File: src/rtl/vme_master_pkg.sv
// Shared types and constants for the VME master engine.
//   state_e   : bus-cycle FSM states
//   AM_A24_ND : address modifier driven on every cycle (A24 non-privileged data)
//   ERR_*     : completion status codes reported on vme_err
package vme_master_pkg;

  typedef enum logic [2:0] {
    StIdle,
    StSetup,
    StStrobe,
    StWaitAck,
    StRelease,
    StDone
  } state_e;

  localparam logic [5:0] AM_A24_ND = 6'h39;

  localparam logic [1:0] ERR_OK   = 2'b00;
  localparam logic [1:0] ERR_BERR = 2'b01;
  localparam logic [1:0] ERR_TMO  = 2'b10;
  localparam logic [1:0] ERR_ILL  = 2'b11;

endpackage

File: src/rtl/vme_master_engine_sync2.sv
// Two-flop synchronizer for an asynchronous single-bit bus response.
//   clk_i   : destination clock
//   rst_i   : synchronous active-high reset, loads ResetVal into both flops
//   d_i     : asynchronous input
//   q_o     : synchronized output
module vme_sync2 #(
  parameter logic ResetVal = 1'b1
) (
  input  logic clk_i,
  input  logic rst_i,
  input  logic d_i,
  output logic q_o
);

  logic meta_q;
  logic sync_q;

  always_ff @(posedge clk_i) begin
    if (rst_i) begin
      meta_q <= ResetVal;
      sync_q <= ResetVal;
    end else begin
      meta_q <= d_i;
      sync_q <= meta_q;
    end
  end

  assign q_o = sync_q;

endmodule

File: src/rtl/vme_master_engine.sv
// VME A24/D16 bus master: runs one bus cycle per command pulse.
//   clk, rst               : clock, synchronous active-high reset
//   vme_cmd/addr/wr/rd/... : command port (sampled only while idle)
//   vme_cmd_rd             : one-cycle completion pulse
//   vme_rd_data, vme_err   : read data and completion status
//   busy                   : engine not idle
//   as_n, ds0_n, ds1_n,
//   write_n, am, a, d_out,
//   d_oe                   : VME bus drive
//   d_in, dtack_n, berr_n  : VME bus responses (dtack_n/berr_n asynchronous)
module vme_master_engine
  import vme_master_pkg::*;
#(
  parameter int unsigned SETUP_CYC   = 2,
  parameter int unsigned TIMEOUT_CYC = 255
) (
  input  logic        clk,
  input  logic        rst,
  input  logic        vme_cmd,
  input  logic [23:1] vme_addr,
  input  logic        vme_wr,
  input  logic        vme_rd,
  input  logic [15:0] vme_wr_data,
  output logic        vme_cmd_rd,
  output logic [15:0] vme_rd_data,
  output logic [1:0]  vme_err,
  output logic        busy,
  output logic        as_n,
  output logic        ds0_n,
  output logic        ds1_n,
  output logic        write_n,
  output logic [5:0]  am,
  output logic [23:1] a,
  output logic [15:0] d_out,
  output logic        d_oe,
  input  logic [15:0] d_in,
  input  logic        dtack_n,
  input  logic        berr_n
);

  // Counter compares against "last" values so residency equals the parameter exactly.
  localparam logic [7:0] SetupLast = 8'(SETUP_CYC - 1);
  localparam logic [7:0] TmoLast   = 8'(TIMEOUT_CYC - 1);

  logic dtack_s;
  logic berr_s;

  vme_sync2 #(.ResetVal(1'b1)) u_sync_dtack (
    .clk_i (clk),
    .rst_i (rst),
    .d_i   (dtack_n),
    .q_o   (dtack_s)
  );

  vme_sync2 #(.ResetVal(1'b1)) u_sync_berr (
    .clk_i (clk),
    .rst_i (rst),
    .d_i   (berr_n),
    .q_o   (berr_s)
  );

  state_e      state_q, state_d;
  logic [7:0]  cnt_q, cnt_d;
  logic        wr_q, wr_d;
  logic [23:1] addr_q, addr_d;
  logic [15:0] wdata_q, wdata_d;
  logic [15:0] rd_data_q, rd_data_d;
  logic [1:0]  err_q, err_d;

  always_ff @(posedge clk) begin
    if (rst) begin
      state_q   <= StIdle;
      cnt_q     <= '0;
      wr_q      <= 1'b0;
      addr_q    <= '0;
      wdata_q   <= '0;
      rd_data_q <= '0;
      err_q     <= ERR_OK;
    end else begin
      state_q   <= state_d;
      cnt_q     <= cnt_d;
      wr_q      <= wr_d;
      addr_q    <= addr_d;
      wdata_q   <= wdata_d;
      rd_data_q <= rd_data_d;
      err_q     <= err_d;
    end
  end

  always_comb begin
    state_d   = state_q;
    cnt_d     = cnt_q;
    wr_d      = wr_q;
    addr_d    = addr_q;
    wdata_d   = wdata_q;
    rd_data_d = rd_data_q;
    err_d     = err_q;

    unique case (state_q)
      StIdle: begin
        if (vme_cmd) begin
          cnt_d = '0;
          if (vme_wr ^ vme_rd) begin
            addr_d  = vme_addr;
            wr_d    = vme_wr;
            wdata_d = vme_wr_data;
            err_d   = ERR_OK;
            state_d = StSetup;
          end else begin
            err_d   = ERR_ILL;
            state_d = StDone;
          end
        end
      end

      StSetup: begin
        if (cnt_q == SetupLast) begin
          cnt_d   = '0;
          state_d = StStrobe;
        end else begin
          cnt_d = cnt_q + 8'd1;
        end
      end

      StStrobe: begin
        cnt_d   = '0;
        state_d = StWaitAck;
      end

      StWaitAck: begin
        // BERR is checked first so it wins over a simultaneous DTACK.
        if (!berr_s) begin
          err_d   = ERR_BERR;
          cnt_d   = '0;
          state_d = StRelease;
          if (!wr_q) rd_data_d = 16'hFFFF;
        end else if (!dtack_s) begin
          cnt_d   = '0;
          state_d = StRelease;
          if (!wr_q) rd_data_d = d_in;
        end else if (cnt_q == TmoLast) begin
          err_d   = ERR_TMO;
          cnt_d   = '0;
          state_d = StRelease;
          if (!wr_q) rd_data_d = 16'hFFFF;
        end else begin
          cnt_d = cnt_q + 8'd1;
        end
      end

      StRelease: begin
        if (dtack_s && berr_s) begin
          state_d = StDone;
        end else if (cnt_q == TmoLast) begin
          // Slave never released: report timeout even if an ack/BERR was seen.
          err_d   = ERR_TMO;
          state_d = StDone;
          if (!wr_q) rd_data_d = 16'hFFFF;
        end else begin
          cnt_d = cnt_q + 8'd1;
        end
      end

      StDone: begin
        state_d = StIdle;
      end

      default: begin
        state_d = StIdle;
      end
    endcase
  end

  logic strobe_on;
  logic bus_owned;

  assign strobe_on = (state_q == StStrobe) || (state_q == StWaitAck);
  assign bus_owned = (state_q == StSetup) || strobe_on || (state_q == StRelease);

  assign as_n        = ~strobe_on;
  assign ds0_n       = ~strobe_on;
  assign ds1_n       = ~strobe_on;
  assign write_n     = ~(wr_q && bus_owned);
  assign d_oe        = wr_q && (bus_owned && (state_q != StRelease));
  assign am          = AM_A24_ND;
  assign a           = addr_q;
  assign d_out       = wdata_q;
  assign busy        = (state_q != StIdle);
  assign vme_cmd_rd  = (state_q == StDone);
  assign vme_rd_data = rd_data_q;
  assign vme_err     = err_q;

endmodule

File: config.mk
export PLATFORM = sky130hd
export DESIGN_NAME = vme_master_engine
export DESIGN_NICKNAME = d
export VERILOG_FILES = /design/src/rtl/vme_master_pkg.sv /design/src/rtl/vme_master_engine_sync2.sv /design/src/rtl/vme_master_engine.sv
export SDC_FILE = /design/constraint.sdc
export NUM_CORES = 1
export LEC_CHECK = 0
export ABC_AREA = 1
export CORE_ASPECT_RATIO = 0.8
export CORE_MARGIN = 2
export CORE_UTILIZATION = 45
export DETAILED_ROUTE_END_ITERATION = 8
export PLACE_DENSITY = 0.89
export SLEW_MARGIN = 20
export SYNTH_ARGS = -nofsm -noshare
export SYNTH_HDL_FRONTEND = slang
export SYNTH_SLANG_ARGS = --single-unit
File: constraint.sdc
create_clock -name clk -period 2.79 [get_ports clk]
set_clock_uncertainty 0.05 [all_clocks]
set_input_delay 0.558 -clock clk [delete_from_list [all_inputs] [get_ports clk]]
set_output_delay 0.558 -clock clk [all_outputs]
set_load 0.01 [all_outputs]
### Word-level counts from Yosys, hierarchy flattened

Cells that the tools add are included.

* register bits: 73
* latch bits: 0
* memory bits (writable): 0
* memory bits (read-only): 0
* bits of input ports: 62
* output and inout bits: 70
* memories kept: 0

* $add $sub $neg: 1
* multiply operators: 0
* div/mod/pow operators: 0
* $lt $le $gt $ge: 0
* equal/unequal tests: 16
* shift-type cells: 0
* mux-type cells: 31
* bitwise logic cells: 3
* reductions and logical operators: 17

Operators by type and width (number)
* $mux 16: 6
* $mux 8: 7
* $pmux 8 s5: 1
* $pmux 16 s2: 1
* $mux 3: 8
* $pmux 3 s5: 1
* $mux 2: 6
* $reduce_and 4->1: 3
* $ne 3x3->1 const B: 3
* $add 8x1->8 const B: 1
* $eq 8x1->1 const B: 1
* $eq 8x8->1 const B: 1
* $ne 2x2->1 const B: 4
* $ne 4x4->1 const B: 2
* $eq 3x2->1 const B: 2
* $eq 3x3->1 const B: 2
* $pmux 2 s3: 1
* $reduce_and 3->1: 2
* $reduce_bool 3->1: 2
* $reduce_bool 5->1: 1
* $logic_and 1x1->1: 4
* $eq 3x1->1 const B: 1
* $logic_not 3->1: 1
* $logic_or 1x1->1: 3
* other kinds (3): 4

### Logic depth before layout (Yosys ltp)

* word-level depth: 6
* depth in mapped cells: 11

### Modules after synthesis

A second synthesis with hierarchy kept.

* cells, all modules: 556
* area, all modules: 3819.9 µm²

By module, submodules not included
* vme_master_engine: instances 1, cells each 542, area each 3702.3 µm², seq. area each 1381.3 µm²
* vme_sync2: instances 2, cells each 7, area each 58.8 µm², seq. area each 40.0 µm²

### Worst setup path after synthesis

No wires, ideal clock.

* path kind: reg2out
* from: register wr_q
* to: output port d_oe
* data arrival time: 1.005 ns
* path slack: 1.177 ns
* cell stages (with the launch flop): 4
* path buffers: 1
* path through: dfxtp_1 > inv_1 > clkbuf_1 > nor3_1

* longest elaborated chain between the ends: 1

RTL lines
* start: declaration: line vme_master_engine.sv:64 `logic wr_q, wr_d;`
* start signal: assignment: line vme_master_engine.sv:82 `wr_q <= wr_d;`
* $logic_and 1x1->1: line vme_master_engine.sv:184 `assign d_oe = wr_q && (bus_owned && (state_q != StRelease));`
* end: declaration: line vme_master_engine.sv:35 `output logic d_oe,`

No other way between the ends.

### Worst setup path in the final report

* from: register state_q[1]
* to: output port write_n

* longest elaborated chain between the ends: 6

RTL lines
* start: declaration: line vme_master_engine.sv:62 `state_e state_q, state_d;`
* start signal: assignment: line vme_master_engine.sv:72 `state_q <= StIdle;`
* start signal: assignment: line vme_master_engine.sv:80 `state_q <= state_d;`
* $eq 3x2->1: line vme_master_engine.sv:177 `assign strobe_on = (state_q == StStrobe) || (state_q == StWaitAck);`
* $logic_or 1x1->1: line vme_master_engine.sv:177
* $logic_or 1x1->1: line vme_master_engine.sv:178 `assign bus_owned = (state_q == StSetup) || strobe_on || (state_q == StRelease);`
* $logic_or 1x1->1 (*): line vme_master_engine.sv:178
* $logic_and 1x1->1 (*): line vme_master_engine.sv:183 `assign write_n = ~(wr_q && bus_owned);`
* $not 1->1 (*): line vme_master_engine.sv:183
* end: declaration: line vme_master_engine.sv:31 `output logic write_n,`

Every way passes the cells marked *; elsewhere a longest branch is shown, timed or not.

==> key figures <==
CTS
  • CTS Buf Count: 9
  • Clock Path Buffers: 2
  • CTS tree: built
  • Post-cts hold buffer count: 0
  • Worst skew pair latency: about 340 ps
  • Clk sinks: 73
  • H-tree lvl count: 3
  • Post-CTS Setup Inserts: 0
  • Clock transition at the registers of the reported paths: 80 ps
  • # resized after CTS: 0
  • CTS Root Cell: clkbuf_8

Worst setup path
  • Setup crit end kind: output pin
  • CP cell instances: inv_1 -> nand2_1 -> nand2_1 -> nand3_1 -> clkdlybuf4s50_1
  • Slack of the worst reg-to-reg path: about 760 ps
  • Worst path bufs/invs: 2
  • Critical Path Sink: write_n
  • Largest fanout on the critical path: 7
  • Slowest CP cell: clkdlybuf4s50_1
  • Crit path arrival time: between 1500 and 2000 ps
  • Register-to-Register Path Depth: 6
  • Family with the most delay on the worst path: buffers and inverters
  • WP depth: 5
  • Origin of the worst setup path: state_q[1]
  • Critical Setup Path Class: reg -> out
  • Most frequent CP cell: nand2_1
  • Capturing point of the worst reg2reg path: vme_rd_data[15]
  • CP required: 2180 ps
  • Reg-to-reg startpoint: u_sync_berr.q_o
  • Crit start category: flip-flop
  • Critical path's largest stage delay: around 550 ps

Global routing
  • Gr usage total: 23.7%
  • Overflow after GRT: 0
  • Largest net degree at the start of global routing: 40
  • Initial antenna violation count: 0
  • Global-route wire length before repair: roughly 17 mm
  • Number of global-route vias before repair: 3694

Timing
  • Fmax: ~410 MHz
  • Period utilization: just under 90%
  • Setup violators final: 0
  • Slew Viols, Final: 0
  • Final hold vios: 0
  • Final Critical Period: between 2000 and 2500 ps
  • RSZ-0062 raised after global routing: no
  • Actual slew at the worst max-slew pin: 824 ps
  • Relative slew slack: approximately 45%
  • Fin Setup TNS: 0 ps

Yosys
  • Main combinational cell family by area after synthesis: simple AND/OR/NAND/NOR gates
  • Multiplexer share of the synthesized area: 0%
  • Synth Flop Type: dfxtp_1
  • Syn avg cell area: around 6.7 µm²
  • Synth async-reset ratio: 0%
  • Register area share after synthesis: about 40%
  • Synth Instances: around 550
  • EDFF count, synth: 0
  • Synth Area in Adders: under 10%
  • Synth unique cells: 36
  • Area share of the leading cell type in the synthesized netlist: 39.8%
  • Mapped cell area: 3680 µm²
  • Yosys Warn Count: 0
  • Synth Register Bits: 73
  • Synth top area cells: dfxtp_1 (40%), nor2_1 (13%), nand2_1 (10%)
  • Yosys top cell by area: dfxtp_1
  • Compound-cell area share of the yosys netlist: 16.2%
  • Xor/xnor share of the synthesized area: less than 1%
  • Post-Synth Simple-Gate Area: about 32%

Pwr
  • Clock power frac: approximately 22%
  • Sequential Power Share: about a third
  • P per Cell Area: about 880 nW/µm²
  • Psw: approximately 0.0017 W
  • Total power: 0.00451 W
  • Lkg Pwr: roughly 2.2 nW
  • Logic pwr share: 43.4%
  • Switching share of total power: a little under two fifths
  • Int Power: ~0.0028 W
  • VDD IR max: ~0.43 mV

Floorplanning
  • Die height: roughly 85 µm
  • Core Box Area: around 7900 µm²
  • Starting Density: a little under half
  • Die area: just under 9000 µm²
  • Num ports: approximately 130
  • Die Span X: between 100 and 150 µm
  • # rows: 29

Cells and area
  • Footprint of the multi-input gates: roughly 1900 µm²
  • Commonest cells after routing, fill and taps aside: nor2_1 (128), clkdlybuf4s50_1 (125), nand2_1 (98)
  • Filler Cells Inserted: between 600 and 700
  • Reg area: 1460 µm²
  • Layout cells sized above 1: just under 7%
  • Antenna Cells: 0
  • Area delta synth->final: 40.2%
  • Most common cell after layout, fill and taps aside: nor2_1
  • Final nets: 723

Drt
  • Pre-antenna DRT Iters: 4
  • Via count: roughly 3800
  • Routed len/inst: 13.3 µm
  • Total Routed Length: about 10 mm
  • Drt drc: 0
  • First DRT Iteration DRCs: about 210
  • Via-per-instance ratio: approximately 5
  • Post-route ant nets: 0

Outcome
  • Outcome: completed

Place
  • IO Port Bufs: 125
  • DP Wirelength: between 7 and 8 mm
  • Gpl congestion: a little under 0.9

Worst hold path
  • Hold Startpoint: u_sync_berr.meta_q
  • Min-delay worst type: reg -> reg

Flow run
  • Max-Cap Viols: 0
==> state kept, by name, summed over array words and instances, names as in the netlist <==
name	flops
cnt_q	8
u_sync_dtack.meta_q	1
u_sync_berr.meta_q	1
u_sync_berr.q_o	1
vme_err	2
a	23
state_q	3
vme_rd_data	16
wr_q	1
d_out	16
u_sync_dtack.q_o	1
==> worst reg2reg max path, cell delays in order, from the launching register on <==
cell and delay (ps):
dfxtp_1 360, inv_1 430, nor3_4 100, a21oi_4 680
nand2_1 140, nor2_1 130, nor2_1 50
==> power by group through the flow <==
| stage | combinational [W] | sequential, W | clock, W |
|---|---|---|---|
| final | 0.00196 | 0.00155 | 0.00101 |
| after global routing | 0.00217 | 0.00159 | 0.00106 |
| after CTS | 0.00196 | 0.00155 | 0.00102 |
| after detailed placement | 0.00195 | 0.00157 | 0 |
| after global placement | 0.00188 | 0.00155 | 0 |
| after floorplan | 0.00108 | 0.00163 | 0 |
==> worst min path at each step <==
| stage | end | slack [ps] | depth (start not counted) |
|---|---|---|---|
| after detailed placement | u_sync_berr.q_o | 350 | 1 |
| final | u_sync_berr.q_o | 370 | 1 |
| after global placement | u_sync_berr.q_o | 350 | 1 |
| after floorplan | u_sync_berr.q_o | 340 | 1 |
| after global routing | u_sync_berr.q_o | 380 | 1 |
| after CTS | u_sync_berr.q_o | 370 | 1 |
==> stage by stage <==
stage               instances  area (µm²)  setup WS (ps)  utilization (%)  hold WS [ps]
floorplan                 551        3690           1180                -           339
global placement          755        4910            621             61.8           347
detailed placement        755        4910            588             61.8           347
CTS                       770        5150            358             64.8           365
global route              770        5150            248             64.8           382
finish                    770        5150            356             64.8           369
==> layer usage <==
| layer | vias up | GRT usage, % | share of wire, % |
|---|---|---|---|
| met5 | - | 0 | 0 |
| met4 | 0 | 8.48 | 1.3 |
| met3 | 14 | 8.99 | 11 |
| met2 | 143 | 40.5 | 49 |
| met1 | 1687 | 27.2 | 39 |
| li1 | 1944 | - | - |
==> synth_stat cells, types with 4 or more instances <==
cell / number
nand2_2: 4
dfxtp_1: 73
buf_4: 10
o21ai_1: 20
buf_2: 8
inv_1: 38
or2_2: 4
o21ai_0: 55
nand3_1: 30
a21oi_1: 28
nand2_1: 98
clkbuf_1: 13
nor2_1: 128
buf_6: 5
==> cells by family after synthesis <==
| logic type | after synthesis |
|---|---|
| simple gates | 278 |
| compound gates | 112 |
| other cells | 2 |
| flops | 73 |
| fa+ha+maj | 3 |
| xor+xnor | 2 |
| buf+inv | 77 |
==> area by class of cell <==
type	instances	share of cell area (%)
Tap cell	108	2.62
Sequential cell	73	28.4
Clock buffer	9	2.40
Clock inverter	6	2.23
Multi-Input combinational cell	401	36.0
Inverter	40	2.94
Timing Repair Buffer	133	25.4
(Power assumes the default switching activity.)
